[src/rtl/ahb2apb_bridge_mp_pkg.sv]
// ahb2apb_pkg: shared AHB/APB bridge types, response codes and FSM states
package ahb2apb_pkg;
    typedef enum logic [1:0] {HT_IDLE = 2'b00, HT_BUSY = 2'b01, HT_NONSEQ = 2'b10, HT_SEQ = 2'b11} htrans_t;
    typedef logic [1:0] hresp_t;
    localparam hresp_t OKAY  = 2'b00;
    localparam hresp_t ERROR = 2'b01;
    typedef enum logic [2:0] {S_IDLE, S_W_WAIT, S_SETUP, S_ACCESS, S_ERR1, S_ERR2} state_t;
    function automatic int idx_w(int n);
        return n > 1 ? $clog2(n) : 1;
    endfunction
endpackage

[src/rtl/ahb2apb_bridge_mp_if.sv]
// ahb2apb_bridge_mp_if: AHB-Lite slave side and APB master side of the bridge
interface ahb2apb_bridge_mp_if #(
    parameter int ADDR_W  = 32,
    parameter int DATA_W  = 32,
    parameter int NUM_SLV = 4
);
    logic                        hselx;
    ahb2apb_pkg::htrans_t        htrans;
    logic                        hwrite;
    logic [ADDR_W-1:0]           haddr;
    logic [DATA_W-1:0]           hwdata;
    logic                        hready_in;
    logic [DATA_W-1:0]           hrdata;
    logic                        hreadyout;
    ahb2apb_pkg::hresp_t         hresp;
    logic [ADDR_W-1:0]           paddr;
    logic [NUM_SLV-1:0]          psel;
    logic                        penable;
    logic                        pwrite;
    logic [DATA_W-1:0]           pwdata;
    logic [NUM_SLV*DATA_W-1:0]   prdata;
    logic [NUM_SLV-1:0]          pready;
    logic [NUM_SLV-1:0]          pslverr;
    modport slave (
        input  hselx, htrans, hwrite, haddr, hwdata, hready_in, prdata, pready, pslverr,
        output hrdata, hreadyout, hresp, paddr, psel, penable, pwrite, pwdata
    );
    modport master (
        output hselx, htrans, hwrite, haddr, hwdata, hready_in, prdata, pready, pslverr,
        input  hrdata, hreadyout, hresp, paddr, psel, penable, pwrite, pwdata
    );
endinterface

[src/rtl/ahb2apb_bridge_mp_decode.sv]
// ahb2apb_decode: slave index to one-hot select, miss flag and APB response slice
module ahb2apb_decode #(
    parameter int NUM_SLV = 4,
    parameter int DATA_W  = 32,
    parameter int IW      = 2
) (
    input  logic [IW-1:0]             idx,
    input  logic [NUM_SLV*DATA_W-1:0] prdata,
    input  logic [NUM_SLV-1:0]        pready,
    input  logic [NUM_SLV-1:0]        pslverr,
    output logic [NUM_SLV-1:0]        sel,
    output logic                      miss,
    output logic [DATA_W-1:0]         rdata,
    output logic                      ready,
    output logic                      slverr
);
    always_comb begin
        sel    = '0;
        rdata  = '0;
        ready  = 1'b0;
        slverr = 1'b0;
        for (int i = 0; i < NUM_SLV; i++) begin
            if (idx == IW'(i)) begin
                sel[i] = 1'b1;
                rdata  = prdata[i*DATA_W +: DATA_W];
                ready  = pready[i];
                slverr = pslverr[i];
            end
        end
    end
    assign miss = ~|sel;
endmodule

[src/rtl/ahb2apb_bridge_mp.sv]
// ahb2apb_bridge_mp: AHB-Lite to multi-slave APB bridge with wait states,
// PSLVERR/decode-miss/timeout mapped onto a two-cycle AHB ERROR response.
module ahb2apb_bridge_mp
    import ahb2apb_pkg::*;
#(
    parameter int ADDR_W  = 32,
    parameter int DATA_W  = 32,
    parameter int NUM_SLV = 4,
    parameter int SLV_LSB = 12,
    parameter int TIMEOUT = 16
) (
    input logic bclk,
    input logic bresetn,
    ahb2apb_bridge_mp_if.slave bus
);
    localparam int IW = idx_w(NUM_SLV);
    localparam int CW = TIMEOUT > 0 ? $clog2(TIMEOUT + 1) : 1;
    state_t state;
    logic [IW-1:0] idx_q, hidx, didx;
    logic [CW-1:0] cnt, cnt_n;
    logic [NUM_SLV-1:0] sel;
    logic [DATA_W-1:0] rdata;
    logic miss, ready, slverr, accept, timeout, unused_in;
    assign hidx      = NUM_SLV == 1 ? '0 : bus.haddr[SLV_LSB +: IW];
    assign accept    = bus.hselx & bus.htrans[1] & bus.hready_in & bus.hreadyout;
    // Decode the live address while able to accept, otherwise the latched index
    assign didx      = (state == S_IDLE || state == S_ERR2) ? hidx : idx_q;
    assign cnt_n     = &cnt ? cnt : cnt + 1'b1;
    assign timeout   = TIMEOUT != 0 && cnt_n == CW'(TIMEOUT);
    assign unused_in = ^{bus.htrans[0], bus.haddr};
    ahb2apb_decode #(.NUM_SLV(NUM_SLV), .DATA_W(DATA_W), .IW(IW)) u_decode (
        .idx(didx), .prdata(bus.prdata), .pready(bus.pready), .pslverr(bus.pslverr),
        .sel(sel), .miss(miss), .rdata(rdata), .ready(ready), .slverr(slverr)
    );
    always_ff @(posedge bclk or negedge bresetn) begin
        if (!bresetn) begin
            state         <= S_IDLE;
            bus.hreadyout <= 1'b1;
            bus.hresp     <= OKAY;
            bus.hrdata    <= '0;
            bus.psel      <= '0;
            bus.penable   <= 1'b0;
            bus.pwrite    <= 1'b0;
            bus.paddr     <= '0;
            bus.pwdata    <= '0;
            idx_q         <= '0;
            cnt           <= '0;
        end else begin
            case (state)
                S_IDLE, S_ERR2: begin
                    bus.hresp <= OKAY;
                    if (accept) begin
                        bus.paddr     <= bus.haddr;
                        bus.pwrite    <= bus.hwrite;
                        idx_q         <= hidx;
                        bus.hreadyout <= 1'b0;
                        // Writes always pass through W_WAIT so HWDATA is taken in its data phase
                        if (bus.hwrite) state <= S_W_WAIT;
                        else if (miss) begin
                            state     <= S_ERR1;
                            bus.hresp <= ERROR;
                        end else begin
                            state    <= S_SETUP;
                            bus.psel <= sel;
                            cnt      <= '0;
                        end
                    end else begin
                        state         <= S_IDLE;
                        bus.hreadyout <= 1'b1;
                    end
                end
                S_W_WAIT: begin
                    bus.pwdata <= bus.hwdata;
                    if (miss) begin
                        state     <= S_ERR1;
                        bus.hresp <= ERROR;
                    end else begin
                        state    <= S_SETUP;
                        bus.psel <= sel;
                        cnt      <= '0;
                    end
                end
                S_SETUP: begin
                    state       <= S_ACCESS;
                    bus.penable <= 1'b1;
                end
                S_ACCESS: begin
                    if (ready) begin
                        bus.psel    <= '0;
                        bus.penable <= 1'b0;
                        if (slverr) begin
                            state     <= S_ERR1;
                            bus.hresp <= ERROR;
                        end else begin
                            state         <= S_IDLE;
                            bus.hreadyout <= 1'b1;
                            bus.hrdata    <= bus.pwrite ? bus.hrdata : rdata;
                        end
                    end else begin
                        cnt <= cnt_n;
                        if (timeout) begin
                            state       <= S_ERR1;
                            bus.hresp   <= ERROR;
                            bus.psel    <= '0;
                            bus.penable <= 1'b0;
                        end
                    end
                end
                S_ERR1: begin
                    state         <= S_ERR2;
                    bus.hreadyout <= 1'b1;
                end
                default: state <= S_IDLE;
            endcase
        end
    end
endmodule

[src/flat_wrapper.sv]
// flat-port wrapper written by rule: the top's interface ports become plain ports
module ahb2apb_bridge_mp_flat import ahb2apb_pkg::*;
#(
    parameter int ADDR_W  = 32,
    parameter int DATA_W  = 32,
    parameter int NUM_SLV = 4,
    parameter int SLV_LSB = 12,
    parameter int TIMEOUT = 16
)
  (bclk, bresetn, bus_hselx, bus_htrans, bus_hwrite, bus_haddr, bus_hwdata, bus_hready_in, bus_prdata, bus_pready, bus_pslverr, bus_hrdata, bus_hreadyout, bus_hresp, bus_paddr, bus_psel, bus_penable, bus_pwrite, bus_pwdata);
  ahb2apb_bridge_mp_if #(.ADDR_W(ADDR_W), .DATA_W(DATA_W), .NUM_SLV(NUM_SLV)) bus_i ();
  input logic bclk;
  input logic bresetn;
  input wire logic [$bits(bus_i.hselx)-1:0] bus_hselx;
  input wire logic [$bits(bus_i.htrans)-1:0] bus_htrans;
  input wire logic [$bits(bus_i.hwrite)-1:0] bus_hwrite;
  input wire logic [$bits(bus_i.haddr)-1:0] bus_haddr;
  input wire logic [$bits(bus_i.hwdata)-1:0] bus_hwdata;
  input wire logic [$bits(bus_i.hready_in)-1:0] bus_hready_in;
  input wire logic [$bits(bus_i.prdata)-1:0] bus_prdata;
  input wire logic [$bits(bus_i.pready)-1:0] bus_pready;
  input wire logic [$bits(bus_i.pslverr)-1:0] bus_pslverr;
  output wire logic [$bits(bus_i.hrdata)-1:0] bus_hrdata;
  output wire logic [$bits(bus_i.hreadyout)-1:0] bus_hreadyout;
  output wire logic [$bits(bus_i.hresp)-1:0] bus_hresp;
  output wire logic [$bits(bus_i.paddr)-1:0] bus_paddr;
  output wire logic [$bits(bus_i.psel)-1:0] bus_psel;
  output wire logic [$bits(bus_i.penable)-1:0] bus_penable;
  output wire logic [$bits(bus_i.pwrite)-1:0] bus_pwrite;
  output wire logic [$bits(bus_i.pwdata)-1:0] bus_pwdata;
  assign bus_i.hselx = bus_hselx;
  assign bus_i.htrans = bus_htrans;
  assign bus_i.hwrite = bus_hwrite;
  assign bus_i.haddr = bus_haddr;
  assign bus_i.hwdata = bus_hwdata;
  assign bus_i.hready_in = bus_hready_in;
  assign bus_i.prdata = bus_prdata;
  assign bus_i.pready = bus_pready;
  assign bus_i.pslverr = bus_pslverr;
  assign bus_hrdata = bus_i.hrdata;
  assign bus_hreadyout = bus_i.hreadyout;
  assign bus_hresp = bus_i.hresp;
  assign bus_paddr = bus_i.paddr;
  assign bus_psel = bus_i.psel;
  assign bus_penable = bus_i.penable;
  assign bus_pwrite = bus_i.pwrite;
  assign bus_pwdata = bus_i.pwdata;
  ahb2apb_bridge_mp #(.ADDR_W(ADDR_W), .DATA_W(DATA_W), .NUM_SLV(NUM_SLV), .SLV_LSB(SLV_LSB), .TIMEOUT(TIMEOUT)) u_core (.bclk(bclk), .bresetn(bresetn), .bus(bus_i));
endmodule
[config.mk]
export PLATFORM = sky130hd
export DESIGN_NAME = ahb2apb_bridge_mp_flat
export DESIGN_NICKNAME = d
export VERILOG_FILES = /design/src/rtl/ahb2apb_bridge_mp_pkg.sv /design/src/rtl/ahb2apb_bridge_mp_if.sv /design/src/rtl/ahb2apb_bridge_mp_decode.sv /design/src/rtl/ahb2apb_bridge_mp.sv /design/src/flat_wrapper.sv
export SDC_FILE = /design/constraint.sdc
export NUM_CORES = 1
export LEC_CHECK = 0
export CORE_AREA = 2 2 120 122
export DETAILED_ROUTE_END_ITERATION = 10
export DIE_AREA = 0 0 122 124
export HOLD_SLACK_MARGIN = 0.06
export MAX_ROUTING_LAYER = met4
export PLACE_DENSITY = 0.82
export REMOVE_ABC_BUFFERS = 1
export SLEW_MARGIN = 20
export SYNTH_ARGS = -nofsm -noshare
export SYNTH_HDL_FRONTEND = slang
export SYNTH_SLANG_ARGS = --single-unit
[constraint.sdc]
create_clock -name bclk -period 4.9 [get_ports bclk]
set_input_delay 0.98 -clock bclk [delete_from_list [all_inputs] [get_ports bclk]]
set_output_delay 0.98 -clock bclk [all_outputs]
set_load 0.005 [all_outputs]
### Word-level counts from Yosys, hierarchy flattened

Index checks and enable logic that the tools add are counted.

* output and inout port bits: 105
* input port bits: 207
* flip-flop bits (word level): 115

* muxes and demuxes: 51
* bitwise gates (word level): 5
* equal/unequal tests: 17
* reductions and logical operators: 16
* add/sub/neg operators: 1

Operators by type and width (count)
* two-way mux 32 bit: 4
* two-way mux 5 bit: 5
* two-way mux 4 bit: 5
* two-way mux 1 bit: 18
* two-way mux 3 bit: 6
* AND reduction 4 bit: 4
* one-hot mux 3 bit (5 select lines): 1
* one-hot mux 5 bit (3 select lines): 1
* two-way mux 2 bit: 7
* one-hot mux 4 bit (3 select lines): 1
* inequality test 2 bit (second input constant): 4
* equality test 3 x 2 -> 1 bit (second input constant): 2
* equality test 3 bit (second input constant): 2
* one-hot mux 2 bit (3 select lines): 1
* nonzero test 3 bit: 2
* adder 5 x 1 -> 5 bit (second input constant): 1
* equality test 5 bit (second input constant): 1
* AND reduction 5 bit: 1
* equality test 2 bit (second input constant): 2
* inequality test 2 x 1 -> 1 bit (second input constant): 2
* AND reduction 2 bit: 2
* OR reduction 4 bit: 1
* bitwise AND 1 bit: 3
* equality test 3 x 1 -> 1 bit (second input constant): 1
* 12 further kinds: 13

### Longest topological paths before layout

* word-level depth: 11
* mapped depth: 8
* depth with buffers taken out: 6

### Modules after synthesis

From an unflattened synthesis, not the netlist that was laid out.

* cell total of the unflattened synthesis: 362
* area, all modules: 5499.0 um^2

Modules (own cells, without submodules)
* ahb2apb_bridge_mp: area an instance 4624.4 um^2, cells each 314, times used 1, seq. area each 2803.9 um^2
* ahb2apb_decode: area an instance 874.6 um^2, cells each 48, times used 1, seq. area each 0.0 um^2

### Worst setup path after synthesis

Ideal clock, no wire load.

* path kind: input to register
* from: input port bus_pslverr[3]
* to: register u_core.bus.hrdata[12]
* buffers on the path: 2
* arrival time: 2.467 ns
* stages on the path: 5
* slack: 2.306 ns
* cell sequence: mux4_2 -> or4_1 -> clkbuf_1 -> buf_2 -> mux2_1

* longest elaborated chain between the ends: 3

Ends and longest elaborated chain
* start: declaration: RTL line flat_wrapper.sv:22 `input wire logic [$bits(bus_i.pslverr)-1:0] bus_pslverr;`
* two-way mux 1 bit: RTL line ahb2apb_bridge_mp_decode.sv:23 `if (idx == IW'(i)) begin`
* NOT 1 bit (no source line)
* AND reduction 4 bit (no source line)
* end signal: assignment: RTL line ahb2apb_bridge_mp.sv:97 `bus.hrdata <= bus.pwrite ? bus.hrdata : rdata;`
* end: declaration: RTL line ahb2apb_bridge_mp_if.sv:26 `output hrdata, hreadyout, hresp, paddr, psel, penable, pwrite, pwdata`

Every way passes these cells.
A chain may end at the register's enable or synchronous reset.

### Worst setup path after layout

* from: input port bus_pslverr[2]
* to: register u_core.bus.hrdata[12]

* longest elaborated chain between the ends: 4

Ends and longest elaborated chain (RTL line)
* two-way mux 1 bit (2 in series): ahb2apb_bridge_mp_decode.sv:23
* NOT 1 bit (no source line)
* AND reduction 4 bit (no source line)

Every way passes these cells.

==> flow_summary.ini <==
[logic_synthesis]
ys_seq_area_share_pct = 52.0
synth_common_cells = 111 x dfrtp_1, 96 x mux2_2, 35 x mux4_2
synth_warnings = 0
ys_ff_latch = 112
synth_top_area_share_pct = 51.6
synthAdderAreaFrac_pct = 0.418
synth_xor_area_share_pct = 0.302
synthArstFlopShare_pct = 100
syn_inst = 349
synth_area_um2 = 5390
synth-main-ff-cell = dfrtp_1
synth_compound_area_share_pct = 4.64
synthSimpleGateAreaFrac_pct = 3.48
synth.distinct_cells = 48
synth_top_family_by_area = multiplexers
synth_most_common_cell = dfrtp_1
synthTopCellsByArea = dfrtp_1 52%, mux2_2 20%, mux4_2 15%
syn_avg_cell_area_um2 = 15.4
synth_mux_area_share_pct = 35.9
synth_top_area_cell = dfrtp_1
synth_edf_count = 0

[floorplan]
initial_core_util_pct = 39.3
dieWidth_um = 122
pin_count = 312
die-area_um2 = 15100
rows = 43
core-area_um2 = 13700
fp.dieH_um = 124

[clocking]
htreeDepth = 3
clkLatencyLatePin_ns = 0.35
cts_buffers = 9
cts_setup_buffers = 0
cts_resized = 0
clock-sinks = 112
cts_buffer_depth = 2
cts_tree = yes
holdBufCountCts = 0
root_buffer = clkbuf_16
clkTransAtPathRegs_ns = 0.07

[route]
ant_nets = 0
drcViolationCount = 0
num_vias = 4307
post_drt_wl_per_cell_um = 19.9
initialDrtViolationCount = 224
vias_per_cell = 5.14
wl_um = 16700
drt-pass1-iter-count = 4

[finish]
synthToLayoutAreaGrowth_pct = 65.7
layout.area.seq_um2 = 2800
nNetsFinal = 860
multiInputGateArea_um2 = 2440
nFillCells = 1028
drive_above_1_share_pct = 24.7

[critical_path]
critPathLaunchType = primary input
criticalPathCategory = primary input to flip-flop
arrival_ns = 3.38
crit_path_end_kind = flip-flop
worstPathMaxFanout = 32
required_ns = 5.13

[sta]
rsz0062_at_grt = no
finalSetupViolations = 0
fin_skew_ns = 0.00785
min_period_ns = 3.15
worst_pin_slew_ns = 0.970
fin_crit_sh_pct = 64.3
max_slew_margin_pct = 35.1
finalHoldViolCount = 0
finalSetupTns_ns = 0
fmax_mhz = 318
whs_ns = 0.495
drv_slew = 0

[grt]
track_usage_pct = 22.8
grt_max_degree = 81
gr-total-overflow = 0
grt_pass1_wl_um = 24900
antenna_found_initial = 0
grt_pass1_vias = 4636

[min_path]
min_path_type = flip-flop to flip-flop

[place]
gp_congestion = 0.839
hpwlAfterDp_um = 13200
port-buffer-count = 309

[power]
power_per_cell_area_nw_per_um2 = 571
peakVddDrop_uv = 260
power.leakage_nw = 3.57

[run]
cap_violations = 0

[outcome]
status = finished, final reports clean
final timing paths:
| check | start | end | slack [ns] | cells after the start |
|---|---|---|---|---|
| min reg2reg | u_core.bus.hresp[0]$_DFFE_PN0P_ | u_core.bus.hresp[0]$_DFFE_PN0P_ | 0.50 | 2 |
| min | u_core.bus.hresp[0]$_DFFE_PN0P_ | u_core.bus.hresp[0]$_DFFE_PN0P_ | 0.50 | 2 |
| max | bus_pslverr[2] | u_core.bus.hrdata[12]$_DFFE_PN0P_ | 1.75 | 4 |
| min in group asynchronous | bresetn | u_core.cnt[0]$_DFFE_PN0P_ | 0.66 | 1 |
| max in group asynchronous | bresetn | u_core.bus.hrdata[27]$_DFFE_PN0P_ | 3.26 | 2 |
| max reg2reg | u_core.state[0]$_DFFE_PN0P_ | u_core.bus.hrdata[22]$_DFFE_PN0P_ | 1.98 | 6 |
critical path, cell delays in order:
cell             delay, ns
clkdlybuf4s50_1       0.40
mux4_2                0.51
or4_2                 1.00
mux2_1                0.46
cell families after synthesis:
group | after synthesis
muxes | 136
DFF | 112
AOI/OAI and AO/OA | 36
and+or+nand+nor | 33
buffers and inverters | 28
adders and majority gates | 2
other | 1
xor gates and xnor gates | 1
registers in the layout, indices dropped and copies added, names as in the netlist:
name,cells
u_core.bus.psel,4
u_core.bus.pwrite,1
u_core.bus.hreadyout,1
u_core.state,3
u_core.bus.hresp,1
u_core.cnt,5
u_core.bus.hrdata,32
u_core.bus.pwdata,32
u_core.bus.paddr,32
u_core.bus.penable,1
where the power goes:
part | total [W] | internal (W) | switching, W
combinational | 0.00267 | 0.00172 | 0.000947
sequential | 0.00167 | 0.00138 | 0.000294
clock | 0.000755 | 0.000413 | 0.000342
total | 0.00509 | 0.00351 | 0.00158
layout make-up:
type | count | area share, %
inverter | 6 | 0.252
multi-input combinational | 209 | 27.3
tap | 180 | 2.52
timing repair buffer | 314 | 35.1
antenna | 1 | 0.0280
sequential | 112 | 31.4
clock buffer | 10 | 2.68
clock inverter | 6 | 0.729
metrics by stage:
| stage | utilization [%] | total power (W) | worst slack, ns | area [um2] | cells |
|---|---|---|---|---|---|
| after detailed placement | 62.8 | 0.00437 | 1.36 | 8620 | 821 |
| after global placement | 62.8 | 0.00428 | 1.39 | 8620 | 821 |
| after global routing | 65.1 | 0.00541 | 1.62 | 8920 | 837 |
| after CTS | 65.0 | 0.00516 | 1.71 | 8920 | 837 |
| final | 65.1 | 0.00509 | 1.75 | 8930 | 838 |
| after floorplan | - | 0.00297 | 1.82 | 5240 | 327 |
layout by cell type, fill, tap and decap left out, drive strengths merged, types with 2 or more instances in the layout:
| cell | instances |
|---|---|
| nand4 | 2 |
| mux4 | 35 |
| nor3b | 5 |
| nor2 | 8 |
| nand3 | 2 |
| o22ai | 2 |
| clkdlybuf4s50 | 308 |
| a21oi | 2 |
| nor2b | 2 |
| clkinv | 2 |
| clkbuf | 10 |
| a22o | 2 |
| a31oi | 2 |
| o21ai | 10 |
| dfrtp | 111 |
| o2bb2ai | 4 |
| inv | 8 |
| nand2 | 6 |
| or2 | 2 |
| mux2 | 97 |
| buf | 6 |
| o31ai | 5 |
| mux2i | 4 |
metal layers:
layer  routed length, um  track usage [%]
met5                   0                -
met3                1190             5.45
met4                 361             9.05
met2                9030             40.0
met1                6120             25.2
Note: power is estimated with default switching activity, not from simulation.
==> variant 1, RTL diff (same flow settings) <==
Make the reset (`bresetn`) synchronous in one clocked block.
--- a/src/rtl/ahb2apb_bridge_mp.sv
+++ b/src/rtl/ahb2apb_bridge_mp.sv
@@ -33,5 +33,5 @@
         .sel(sel), .miss(miss), .rdata(rdata), .ready(ready), .slverr(slverr)
     );
-    always_ff @(posedge bclk or negedge bresetn) begin
+    always_ff @(posedge bclk) begin
         if (!bresetn) begin
             state         <= S_IDLE;
Check against the original RTL: differs if bresetn is asserted again (counterexample within 4 cycles, from zero or initial values and one cycle with bresetn low); with bresetn held inactive, the same outputs for 4 cycles.
==> variant 1 against the original RTL <==
Wire length grew 15%; global-route usage grew 2.0 points; worst setup slack gained 0.066 ns; final area grew 1.9%; non-clock buffer count grew 5; sequential cell count is the same; area after synthesis grew 4.5%; clock skew is essentially flat.
Power is not compared: it rests on default switching activity, and its combinational part moved more than twofold at a synthesized area within 25%.
==> variant 1: results (changes against the original RTL) <==
metric;value;unit;change
status;completed;;
ANT cells;0;;-1
final setup margin;1.82;ns;+0.0665 ns
clock root cell;clkbuf_16;;
WL met1;7.60;mm;+24%
met3 wire length;1.83;mm;+55%
total wire length after detailed routing;19.1;mm;+15%
filler instances;1191;;+16%
layout cells sized above 1;0.0393;;-0.207
Peak supply drop;0.156;mV;
DR vias;6264;;+45%
CP Launch Point;bus_pslverr[3];;
drt initial violations;365;;+63%
largest net degree at the start of global routing;78;;-3.7%
GR Util met2;0.418;;+0.0182
critical path arrival;3.37;ns;about the same
aggregate global-route resource usage;0.248;;+0.0195
M3 GR Usage;0.0668;;+0.0124
Total Power;2210;uW;
Main synth FF type;dfxtp_1;;
Final GP Congestion;0.835;;-0.58%
Seq/Total Area, Yosys;0.398;;-0.122
ys async rst share;0;;-1.00
Post-Place Cell Area;8780;um2;+1.9%
met1 Use GR;0.283;;+0.0303
post-synthesis adder-cell area fraction;0.00400;;-0.000181
# nets final;1220;;+42%
vias in the first global route;5684;;+23%
multiplexer share of the synthesized area;0.0191;;-0.340
highest-delay cell along the critical path;and4bb_2;;
biggest regs;u_core.bus.hrdata x32, u_core.bus.pwdata x32, u_core.bus.paddr x31;;
crit path to;u_core.bus.hrdata[15];;
first-pass GRT wire length;28.6;mm;+15%
post-CTS sizing;0;;unchanged
Syn Inst Count;750;;+110%
synth cell count leaders;180 x nand2_1, 112 x dfxtp_1, 77 x a21oi_1;;
pre-CTS setup slack;1.43;ns;+0.0728 ns
met2 WL post-DR;9.26;mm;+2.6%
Compound-Gate Fraction of Synth Area;0.275;;+0.229
HPWL after detailed placement;14.0;mm;+6.5%
number of vias per cell;5.23;;+1.8%
final clock skew;0.00824;ns;+0.000388 ns
worst reg2reg setup slack;2.09;ns;+0.11 ns
Sum Neg Setup Slack;0;ns;unchanged
Rel. slew slack;0.429;;+0.0774
Synth Area in XOR/XNOR;0.00311;;+0.0000914
slowest stage delay, CP;0.79;ns;-0.21 ns
r2r startpoint;u_core.state[1];;
ranking of synthesized cells by area;dfxtp_1 40%, nand2_1 12%, a21boi_0 7.6%;;
## variant 1: worst min-delay path by stage
stage	start	endpoint	slack (ns)	depth (start not counted)
final	u_core.bus.paddr[16]	u_core.bus.paddr[16]	0.45	2
after global routing	u_core.bus.paddr[0]	u_core.bus.paddr[0]	0.47	2
after CTS	u_core.bus.paddr[16]	u_core.bus.paddr[16]	0.46	2
after detailed placement	u_core.bus.paddr[16]	u_core.bus.paddr[16]	0.45	2
after global placement	u_core.bus.pwdata[16]	u_core.bus.pwdata[16]	0.44	2
after floorplan	u_core.bus.paddr[0]	u_core.bus.paddr[0]	0.45	2
## variant 1: cell type report
| class | instances | share of cell area |
|---|---|---|
| inverters | 4 | 0.00179 |
| multi-input cells | 566 | 0.344 |
| clock inverters | 7 | 0.0104 |
| clock buffers | 9 | 0.0247 |
| well taps | 180 | 0.0247 |
| repair buffers | 319 | 0.348 |
| flip-flops and latches | 112 | 0.246 |
==> variant 2, RTL diff (same settings) <==
Without the edit above. `ADDR_W` is set to 32 in 3 places; all go to 24.
--- a/src/rtl/ahb2apb_bridge_mp_if.sv
+++ b/src/rtl/ahb2apb_bridge_mp_if.sv
@@ -1,5 +1,5 @@
 // ahb2apb_bridge_mp_if: AHB-Lite slave side and APB master side of the bridge
 interface ahb2apb_bridge_mp_if #(
-    parameter int ADDR_W  = 32,
+    parameter int ADDR_W  = 24,
     parameter int DATA_W  = 32,
     parameter int NUM_SLV = 4
--- a/src/rtl/ahb2apb_bridge_mp.sv
+++ b/src/rtl/ahb2apb_bridge_mp.sv
@@ -4,5 +4,5 @@
     import ahb2apb_pkg::*;
 #(
-    parameter int ADDR_W  = 32,
+    parameter int ADDR_W  = 24,
     parameter int DATA_W  = 32,
     parameter int NUM_SLV = 4,
--- a/src/flat_wrapper.sv
+++ b/src/flat_wrapper.sv
@@ -2,5 +2,5 @@
 module ahb2apb_bridge_mp_flat import ahb2apb_pkg::*;
 #(
-    parameter int ADDR_W  = 32,
+    parameter int ADDR_W  = 24,
     parameter int DATA_W  = 32,
     parameter int NUM_SLV = 4,
Ports: changed (resized bus_haddr and bus_paddr); port bits go from 312 to 296. No check against the original RTL was run, so the function may have changed too.
==> variant 2 against the original RTL <==
Sequential cell count down 8; highest routed layer unchanged; total power down 6.3%; synthesized cell count down 7.2%; first-iteration DRC count down 35%; sequential share of layout area down 0.90 points; wire length down 9.9%; fmax up 6.2%; area after synthesis down 4.4%; final area down 4.4%; worst hold slack worse by 0.0047 ns; utilization down 2.9 points; worst setup slack better by 0.19 ns; non-clock buffer count down 15.
==> variant 2: results (changes against the original RTL) <==
metric;value;unit;change
synth cell count leaders;103 x dfrtp_1, 63 x mux2_2, 29 x mux4_2;;
initial antenna violation count;1;;+1
port buffer count;293;;-5.2%
switch share;0.309;;-0.00165
Final GP Congestion;0.831;;-1.0%
highest-delay cell along the critical path;clkdlybuf4s50_1;;
first-pass GRT wire length;22.7;mm;-8.9%
layout cells sized above 1;0.245;;-0.00181
final clock skew;0.00770;ns;-0.000156 ns
Hold Crit Endpoint;u_core.bus.psel[3];;
biggest regs;u_core.bus.hrdata x32, u_core.bus.pwdata x32, u_core.bus.paddr x24;;
Seq/Total Area, Yosys;0.506;;-0.0148
Peak supply drop;0.282;mV;+8.6%
Fin Hold WS;0.491;ns;-0.00467 ns
Yosys cell types;46;;-4.2%
Critical Path Fanout Max;5;;-84%
# nets final;816;;-5.1%
post-CTS sizing;0;;unchanged
vias in the first global route;4408;;-4.9%
Hold Crit Depth;1;;-1
Slew @ Worst Pin;0.814;ns;-0.157 ns
number of vias per cell;4.99;;-3.0%
met2 WL post-DR;8.05;mm;-11%
HPWL after detailed placement;11.9;mm;-9.4%
drt initial violations;145;;-35%
largest net degree at the start of global routing;64;;-21%
slowest stage delay, CP;0.57;ns;-0.43 ns
critical path arrival;3.20;ns;-0.18 ns
Maximum Capacitance Violations;0;;unchanged
post-DR wirelength/cell;18.7;um;-5.9%
Worst Hold Launch;u_core.bus.psel[3];;
aggregate global-route resource usage;0.203;;-0.0250
ranking of synthesized cells by area;dfrtp_1 50%, mux2_2 14%, mux4_2 13%;;
WL met1;5.53;mm;-9.7%
filler instances;1066;;+3.7%
worst reg2reg setup slack;1.94;ns;-0.04 ns
Worst R2R End;u_core.bus.hrdata[6];;
met3 wire length;1.27;mm;+7.2%
static leakage;0.00343;uW;-3.7%
status;completed;;
r2r startpoint;u_core.state[0];;
-- variant 2: changes by cell type after synthesis, moves of 5 or more --
cell     unedited run  this run
nand2_1             6        13
dfrtp_1           111       103
mux2_4              0        26
mux4_2             35        29
mux4_1              0         6
mux2_2             96        63
o21ai_0            10         5
-- variant 2: through the flow --
step | area [um2] | worst slack (ns) | total power [uW] | std cells
after CTS | 8530 | 1.90 | 4840 | 801
final | 8530 | 1.94 | 4770 | 803
after floorplan | 5020 | 0.154 | 2830 | 306
after global routing | 8530 | 1.74 | 5070 | 802
after global placement | 8240 | 1.60 | 4040 | 785
after detailed placement | 8240 | 1.57 | 4130 | 785
-- variant 2: worst max path at each step --
stage          cells past startpoint                   end             from  slack, ns
4_1_cts                            6  u_core.bus.hrdata[6]  u_core.state[0]       1.90
2_1_floorplan                      3  u_core.bus.hrdata[2]   bus_pslverr[3]       0.15
5_1_grt                            6  u_core.bus.hrdata[6]  u_core.state[2]       1.74
3_3_place_gp                       5  u_core.bus.hrdata[6]    bus_haddr[12]       1.60
6_report                           6         u_core.cnt[1]    bus_haddr[12]       1.94
3_5_place_dp                       5  u_core.bus.hrdata[6]    bus_haddr[12]       1.57
-- variant 2: logic make-up after synthesis --
family,synth area share
muxes,0.378
DFF,0.506
and+or+nand+nor,0.0449
AOI/OAI and AO/OA,0.0377
buffers and inverters,0.0287
adders and majority gates,0.00437
other,0.000728
-- variant 2: layout make-up --
type | instances | area [um2] | area share
clock buffer | 9 | 225 | 0.0264
tap | 180 | 225 | 0.0264
clock inverter | 7 | 63.8 | 0.00748
inverter | 4 | 15.0 | 0.00176
antenna | 2 | 5.00 | 0.000586
timing repair buffer | 299 | 2980 | 0.349
sequential | 104 | 2600 | 0.305
multi-input combinational | 198 | 2420 | 0.284
-- variant 2: critical path: cells and delay by family --
kind	cells	cell delay (ns)
compound gates	3	0.95
buf+inv	1	0.57
mux	1	0.53
simple gates	1	0.16
-- variant 2: routing by layer --
layer	track usage	vias up
li1	-	1830
met3	0.0554	19
met2	0.356	188
met5	-	-
met1	0.224	1966
met4	0.0733	0
-- variant 2: power groups by stage --
stage | combinational [uW] | sequential [uW] | clock [uW]
6_report | 2540 | 1540 | 695
3_3_place_gp | 2510 | 1530 | 0
3_5_place_dp | 2570 | 1550 | 0
5_1_grt | 2730 | 1600 | 750
2_1_floorplan | 1280 | 1550 | 0
4_1_cts | 2580 | 1540 | 720
